## src/rtl/simple_fsm_pkg.sv

```systemverilog
// Shared definitions for the run-length detector: state encodings and
// the legal parameter envelope.
package simple_fsm_pkg;

    localparam logic [1:0] ST_IDLE   = 2'b00;
    localparam logic [1:0] ST_COUNT  = 2'b01;
    localparam logic [1:0] ST_DETECT = 2'b10;
    localparam logic [1:0] ST_HOLD   = 2'b11;

    localparam int RUN_LEN_MIN  = 1;
    localparam int RUN_LEN_MAX  = 255;
    localparam int CHANNELS_MIN = 1;
    localparam int CHANNELS_MAX = 32;

    function automatic bit params_legal(input int run_len, input int channels, input int pulse_mode);
        return (run_len >= RUN_LEN_MIN) && (run_len <= RUN_LEN_MAX) &&
               (channels >= CHANNELS_MIN) && (channels <= CHANNELS_MAX) &&
               ((pulse_mode == 0) || (pulse_mode == 1));
    endfunction

endpackage

```

## src/rtl/simple_fsm_run_chan.sv

```systemverilog
// One detector channel: Moore FSM plus saturating run counter.
// z is decoded from the registered state only.
import simple_fsm_pkg::*;

module simple_fsm_run_chan #(
    parameter int  RUN_LEN    = 2,
    parameter int  PULSE_MODE = 0,
    localparam int CW         = $clog2(RUN_LEN + 1)
) (
    input  logic          Clock,
    input  logic          Resetn,
    input  logic          clr,
    input  logic          en,
    input  logic          w,
    output logic          z,
    output logic [CW-1:0] cnt
);

    localparam logic [CW-1:0] CNT_ZERO = CW'(0);
    localparam logic [CW-1:0] CNT_ONE  = CW'(1);
    localparam logic [CW-1:0] CNT_FULL = CW'(RUN_LEN);

    logic [1:0]    state_q;
    logic [1:0]    state_d;
    logic [CW-1:0] cnt_q;
    logic [CW-1:0] cnt_d;

    // Next-state and counter logic; disabled cycles leave everything untouched.
    always_comb begin
        state_d = state_q;
        cnt_d   = cnt_q;
        if (clr) begin
            state_d = ST_IDLE;
            cnt_d   = CNT_ZERO;
        end else if (en) begin
            case (state_q)
                ST_IDLE: begin
                    if (w) begin
                        state_d = (RUN_LEN == 1) ? ST_DETECT : ST_COUNT;
                        cnt_d   = CNT_ONE;
                    end else begin
                        state_d = ST_IDLE;
                        cnt_d   = CNT_ZERO;
                    end
                end
                ST_COUNT: begin
                    if (!w) begin
                        state_d = ST_IDLE;
                        cnt_d   = CNT_ZERO;
                    end else if ((cnt_q + CNT_ONE) == CNT_FULL) begin
                        state_d = ST_DETECT;
                        cnt_d   = CNT_FULL;
                    end else begin
                        state_d = ST_COUNT;
                        cnt_d   = cnt_q + CNT_ONE;
                    end
                end
                ST_DETECT: begin
                    if (!w) begin
                        state_d = ST_IDLE;
                        cnt_d   = CNT_ZERO;
                    end else if (PULSE_MODE != 0) begin
                        state_d = ST_HOLD;
                        cnt_d   = CNT_FULL;
                    end else begin
                        state_d = ST_DETECT;
                        cnt_d   = CNT_FULL;
                    end
                end
                ST_HOLD: begin
                    // HOLD has no meaning in level mode, so treat it as a stray encoding there
                    if (!w || (PULSE_MODE == 0)) begin
                        state_d = ST_IDLE;
                        cnt_d   = CNT_ZERO;
                    end else begin
                        state_d = ST_HOLD;
                        cnt_d   = CNT_FULL;
                    end
                end
                default: begin
                    state_d = ST_IDLE;
                    cnt_d   = CNT_ZERO;
                end
            endcase
        end else begin
            state_d = state_q;
            cnt_d   = cnt_q;
        end
    end

    // State and counter registers.
    always_ff @(posedge Clock or negedge Resetn) begin
        if (!Resetn) begin
            state_q <= ST_IDLE;
            cnt_q   <= CNT_ZERO;
        end else begin
            state_q <= state_d;
            cnt_q   <= cnt_d;
        end
    end

    assign z   = (state_q == ST_DETECT);
    assign cnt = cnt_q;

endmodule

```

## src/rtl/simple_fsm_run_detect.sv

```systemverilog
// Multi-channel run detector: CHANNELS independent run-length FSMs and a
// registered OR of their detect outputs.
import simple_fsm_pkg::*;

module simple_fsm_run_detect #(
    parameter int  RUN_LEN    = 2,
    parameter int  CHANNELS   = 1,
    parameter int  PULSE_MODE = 0,
    localparam int CW         = $clog2(RUN_LEN + 1)
) (
    input  logic                   Clock,
    input  logic                   Resetn,
    input  logic                   clr,
    input  logic                   en,
    input  logic [CHANNELS-1:0]    w,
    output logic [CHANNELS-1:0]    z,
    output logic                   any_z,
    output logic [CHANNELS*CW-1:0] run_cnt
);

    if (!params_legal(RUN_LEN, CHANNELS, PULSE_MODE)) begin : g_bad_params
        $error("simple_fsm_run_detect: parameter out of range");
    end

    logic any_z_q;
    logic any_z_d;

    for (genvar i = 0; i < CHANNELS; i++) begin : g_chan
        simple_fsm_run_chan #(
            .RUN_LEN    (RUN_LEN),
            .PULSE_MODE (PULSE_MODE)
        ) u_chan (
            .Clock  (Clock),
            .Resetn (Resetn),
            .clr    (clr),
            .en     (en),
            .w      (w[i]),
            .z      (z[i]),
            .cnt    (run_cnt[i*CW +: CW])
        );
    end

    // Summary detect is the OR of the channel outputs, one cycle behind them.
    always_comb begin
        any_z_d = |z;
    end

    // Summary detect register.
    always_ff @(posedge Clock or negedge Resetn) begin
        if (!Resetn) begin
            any_z_q <= 1'b0;
        end else begin
            any_z_q <= any_z_d;
        end
    end

    assign any_z = any_z_q;

endmodule

```

## config.mk

```make
export PLATFORM = sky130hd
export DESIGN_NAME = simple_fsm_run_detect
export DESIGN_NICKNAME = d
export VERILOG_FILES = /design/src/rtl/simple_fsm_pkg.sv /design/src/rtl/simple_fsm_run_chan.sv /design/src/rtl/simple_fsm_run_detect.sv
export SDC_FILE = /design/constraint.sdc
export NUM_CORES = 1
export LEC_CHECK = 0
export BUFFER_PORTS_ARGS = -buffer_cell sky130_fd_sc_hd__buf_2
export CAP_MARGIN = 0
export CORE_AREA = 2 2 39 41
export CTS_BUF_LIST = sky130_fd_sc_hd__clkbuf_8
export DETAILED_ROUTE_END_ITERATION = 7
export DIE_AREA = 0 0 41 43
export GPL_TIMING_DRIVEN = 0
export MAX_ROUTING_LAYER = met4
export REMOVE_ABC_BUFFERS = 1
export SLEW_MARGIN = 20
export SYNTH_ARGS = -nofsm -noshare
export SYNTH_HDL_FRONTEND = slang
export SYNTH_SLANG_ARGS = --single-unit
```

## constraint.sdc

```tcl
create_clock -name Clock -period 2 [get_ports Clock]
set_clock_uncertainty 0.05 [all_clocks]
set_input_delay 0.2 -clock Clock [delete_from_list [all_inputs] [get_ports Clock]]
set_output_delay 0.2 -clock Clock [all_outputs]
set_load 0.02 [all_outputs]
```

==> results list <==
- Achievable frequency: between 700 and 800 MHz
- Antenna diode instance count: 0
* Netlist cell types: 16
- Clock-pin slew was measured on the worst setup and hold paths at around 0.030 ns.
- Of all nets on the critical path, the largest fanout is 6.
- For this run, design rule violations remaining after detail routing come to 0.
- Clock power share: 0.562
- Number of antenna violations at the first check in global routing: 0
- The first global-routing pass estimated 793 um of wire.
- Summed over all cells, the static leakage comes to about 0.00017 uW.
* GRT Util Overall: 0.07637
- STA classifies the critical path startpoint as a register.
- Area growth from synthesis to layout: 46.94%
- Area of the die: ~1800 um2
- In this run the number of H-tree levels came out at 1.
- In this run the tightest slew margin relative to its limit is 0.8630.
* Type of the most critical hold path: primary input to register
- Clock root cell: sky130_fd_sc_hd__clkbuf_8
- Final critical-path share of the clock period: 0.6417
- Internal power: 249.2 uW
- Leading cell types by total area after synthesis: sky130_fd_sc_hd__dfrtp_1 51%, sky130_fd_sc_hd__nor3b_1 6.1%, sky130_fd_sc_hd__ha_1 5.1%
- DRC marker count from the first detailed-route iteration: 1
- For this run, the leading register cell type out of synthesis is sky130_fd_sc_hd__dfrtp_1.
* Warnings from Yosys: 0
- Of the total power, the share spent switching nets is 0.2006.
- At the end of routability-driven placement, the weighted congestion stood at around 0.83.
* Portion of the post-synthesis area used by sequential elements: 0.5102
* Mapped Avg Cell Area: roughly 11 um2
- Synthesis produced a netlist whose cell count is 22.
- Number of maximum-capacitance constraint violations: 0
- The die is a little over 40 um wide.
* Type of the worst setup path: register to output port
- Longest individual stage delay on the worst path: 0.43 ns
- After synthesis, the share of flip-flops with an asynchronous set or reset is 1.000.
- Buffer depth of the longest clock path: 2
- The slowest stage of the critical path belongs to the cell sky130_fd_sc_hd__dfrtp_1.
- For the worst-skew pair, the clock arrives at the later sink with an insertion delay of roughly 0.22 ns.
* Number of setup violations in the final report: 0
- The via count of the first global-routing pass was just under 200.
- Cells along the critical path: nor2b_2 > buf_2
- Cell taking the most area after synthesis: sky130_fd_sc_hd__dfrtp_1
* Pin count of the biggest net entering global routing: 7
- Standard cell core area: between 1000 and 1500 um2
* Clock net sink count: 5
- Area share of the largest cell type after synthesis: 0.5102
- sky130_fd_sc_hd__dfrtp_1 is the most common cell in the netlist.
- At the worst endpoint, the required time is ~1.8 ns.
* Least-Margin Pin Slew: 0.2049 ns
* Tmin final: around 1.3 ns
* CTS tree: built
* Post-route core utilization: 0.2604
- Total Wirelength: around 500 um
- Endpoint kind of the worst setup timing path: output port
- In this run the core area contains 14 standard-cell rows.
- Adding up every negative setup slack in the final design gives 0 ns.
- Global routing finished with a remaining overflow of 0.
- Final Hold Vio Count: 0
- In this run the power spent charging and discharging nets is roughly 63 uW.
* Detailed Place HPWL: 400 um
- Most used standard cells in the synthesized netlist: 5 x sky130_fd_sc_hd__dfrtp_1, 2 x sky130_fd_sc_hd__inv_1, 2 x sky130_fd_sc_hd__nor3b_1
- The share of total power dissipated in sequential elements is 0.351.
- In this run, synthesis inferred 0 flip-flops with an integrated enable.
- Part of the total power dissipated in combinational logic: 0.087
- Number of port buffers: 8
* Signal arrival time at the worst endpoint: 1.03 ns
- Top-Level Pins: 9
- Fraction of final layout cells with drive strength greater than 1: 0.3429
- Chip height: about 43 um
* Unrepaired setup endpoints after global routing: false
- Antenna Nets Post-Route: 0
- Average vias per placed instance: between 4 and 5
* Instance count along the most critical hold path: 2
- The flow ran to the end, and the final reports show no timing, DRC or antenna violations.
- Nets: 42
- Iteration count of the initial detailed-routing pass: 3
* Max IR drop VDD: between 200 and 250 uV
- In the final routed layout, each cell accounts on average for between 9 and 10 um.
- The final max-slew violation count was 0.
- Initial Util: 0.1772
- Power spread over the standard cell area amounts to approximately 870 nW/um2.
* Number of synthesized register bits: 5
- Length in cells of the worst reg-to-reg path: 4
- Buffers inserted during clock tree synthesis total 3.
* Synthesized cell area: 245.2 um2
- Vias: 207
placed cells by master (no fill, tap or decap):
cell type / netlist / routed
sky130_fd_sc_hd__a21oi_1: 1 / 1
sky130_fd_sc_hd__a22o_1: 1 / 1
sky130_fd_sc_hd__a31oi_1: 1 / 1
sky130_fd_sc_hd__a32o_1: 1 / 1
sky130_fd_sc_hd__and2b_1: 1 / 1
sky130_fd_sc_hd__buf_2: 0 / 8
sky130_fd_sc_hd__clkbuf_8: 0 / 3
sky130_fd_sc_hd__dfrtp_1: 5 / 5
sky130_fd_sc_hd__dlygate4sd3_1: 0 / 1
sky130_fd_sc_hd__ha_1: 1 / 1
sky130_fd_sc_hd__inv_1: 2 / 3
sky130_fd_sc_hd__mux2i_1: 1 / 1
sky130_fd_sc_hd__nand2b_1: 1 / 1
sky130_fd_sc_hd__nor2_1: 1 / 1
sky130_fd_sc_hd__nor2b_2: 1 / 1
sky130_fd_sc_hd__nor3_1: 1 / 1
sky130_fd_sc_hd__nor3b_1: 2 / 2
sky130_fd_sc_hd__o21ai_0: 1 / 1
sky130_fd_sc_hd__o32ai_1: 1 / 1
layout make-up:
class | count | area [um2]
inverter | 2 | 7.507
timing repair buffer | 9 | 50.05
multi-input combinational | 15 | 112.6
clock buffer | 3 | 41.29
clock inverter | 1 | 3.754
sequential | 5 | 125.1
tap | 16 | 20.02
fill | 156 | 1023
registers in the layout, summed over array words and instances (netlist names):
name                   count
g_chan.u_chan.cnt          2
any_z                      1
g_chan.u_chan.state_q      2
per-stage QoR:
| stage | hold slack (ns) | power, uW | worst slack, ns | cells | cell area [um2] |
|---|---|---|---|---|---|
| finish | 0.1392 | 311.7 | 0.7165 | 51 | 360.3 |
| global route | 0.1574 | 329.0 | 0.6426 | 51 | 360.3 |
| CTS | 0.1355 | 318.3 | 0.7121 | 51 | 360.3 |
| detailed placement | -0.03592 | 136.3 | 0.7478 | 46 | 305.3 |
| global placement | -0.03393 | 135.9 | 0.7537 | 46 | 305.3 |
| floorplan | -0.1456 | 124.0 | 0.7142 | 22 | 245.2 |
power groups by stage:
| stage | clock (uW) | sequential (uW) | combinational (uW) |
|---|---|---|---|
| after floorplan | 0 | 112 | 11.8 |
| after global placement | 0 | 110 | 25.5 |
| after detailed placement | 0 | 110 | 25.9 |
| after CTS | 181 | 109 | 27.6 |
| after global routing | 189 | 110 | 30.4 |
| final | 175 | 109 | 27.2 |
path summary, 6_finish.rpt:
| check | from | to | slack, ns |
|---|---|---|---|
| max in group asynchronous | Resetn | g_chan[0].u_chan.cnt[0]$_DFFE_PN0P_ | 1.50 |
| hold / removal | clr | g_chan[0].u_chan.cnt[1]$_DFFE_PN0P_ | 0.14 |
| setup / recovery | g_chan[0].u_chan.state_q[0]$_DFFE_PN0P_ | z | 0.72 |
| min in group asynchronous | Resetn | g_chan[0].u_chan.state_q[1]$_DFFE_PN0P_ | 0.28 |
| hold reg to reg | g_chan[0].u_chan.cnt[0]$_DFFE_PN0P_ | g_chan[0].u_chan.cnt[0]$_DFFE_PN0P_ | 0.51 |
| setup reg to reg | g_chan[0].u_chan.cnt[0]$_DFFE_PN0P_ | g_chan[0].u_chan.cnt[1]$_DFFE_PN0P_ | 0.74 |
cell families after synthesis:
family / Yosys count / synth area share
AO/OA/AOI/OAI: 6 / 0.1786
buffers and inverters: 2 / 0.03062
AND/OR/NAND/NOR: 7 / 0.1888
flip-flops: 5 / 0.5102
multiplexers: 1 / 0.04082
adder cells (fa/ha/maj): 1 / 0.05101
layer usage:
metal | up-vias | GRT usage | part of all wire
met4 | 0 | 0.1200 | 0
li1 | 107 | - | -
met1 | 97 | 0.09416 | 0.49
met5 | - | - | 0
met3 | 0 | 0 | 0.026
met2 | 3 | 0.08438 | 0.48
what timing repair did:
item | CTS | global route
hold endpoints to repair | 5 | 0
gates resized for setup | 0 | 0
buffers inserted | 0 | 0
hold buffers | 1 | 0
critical path, delay by kind of cell, from the launching register on:
family / cells / cell delay [ns]
flip-flops: 1 / 0.43
AND/OR/NAND/NOR: 1 / 0.20
buffers and inverters: 1 / 0.19
Note: power is estimated with default switching activity, not from simulation.
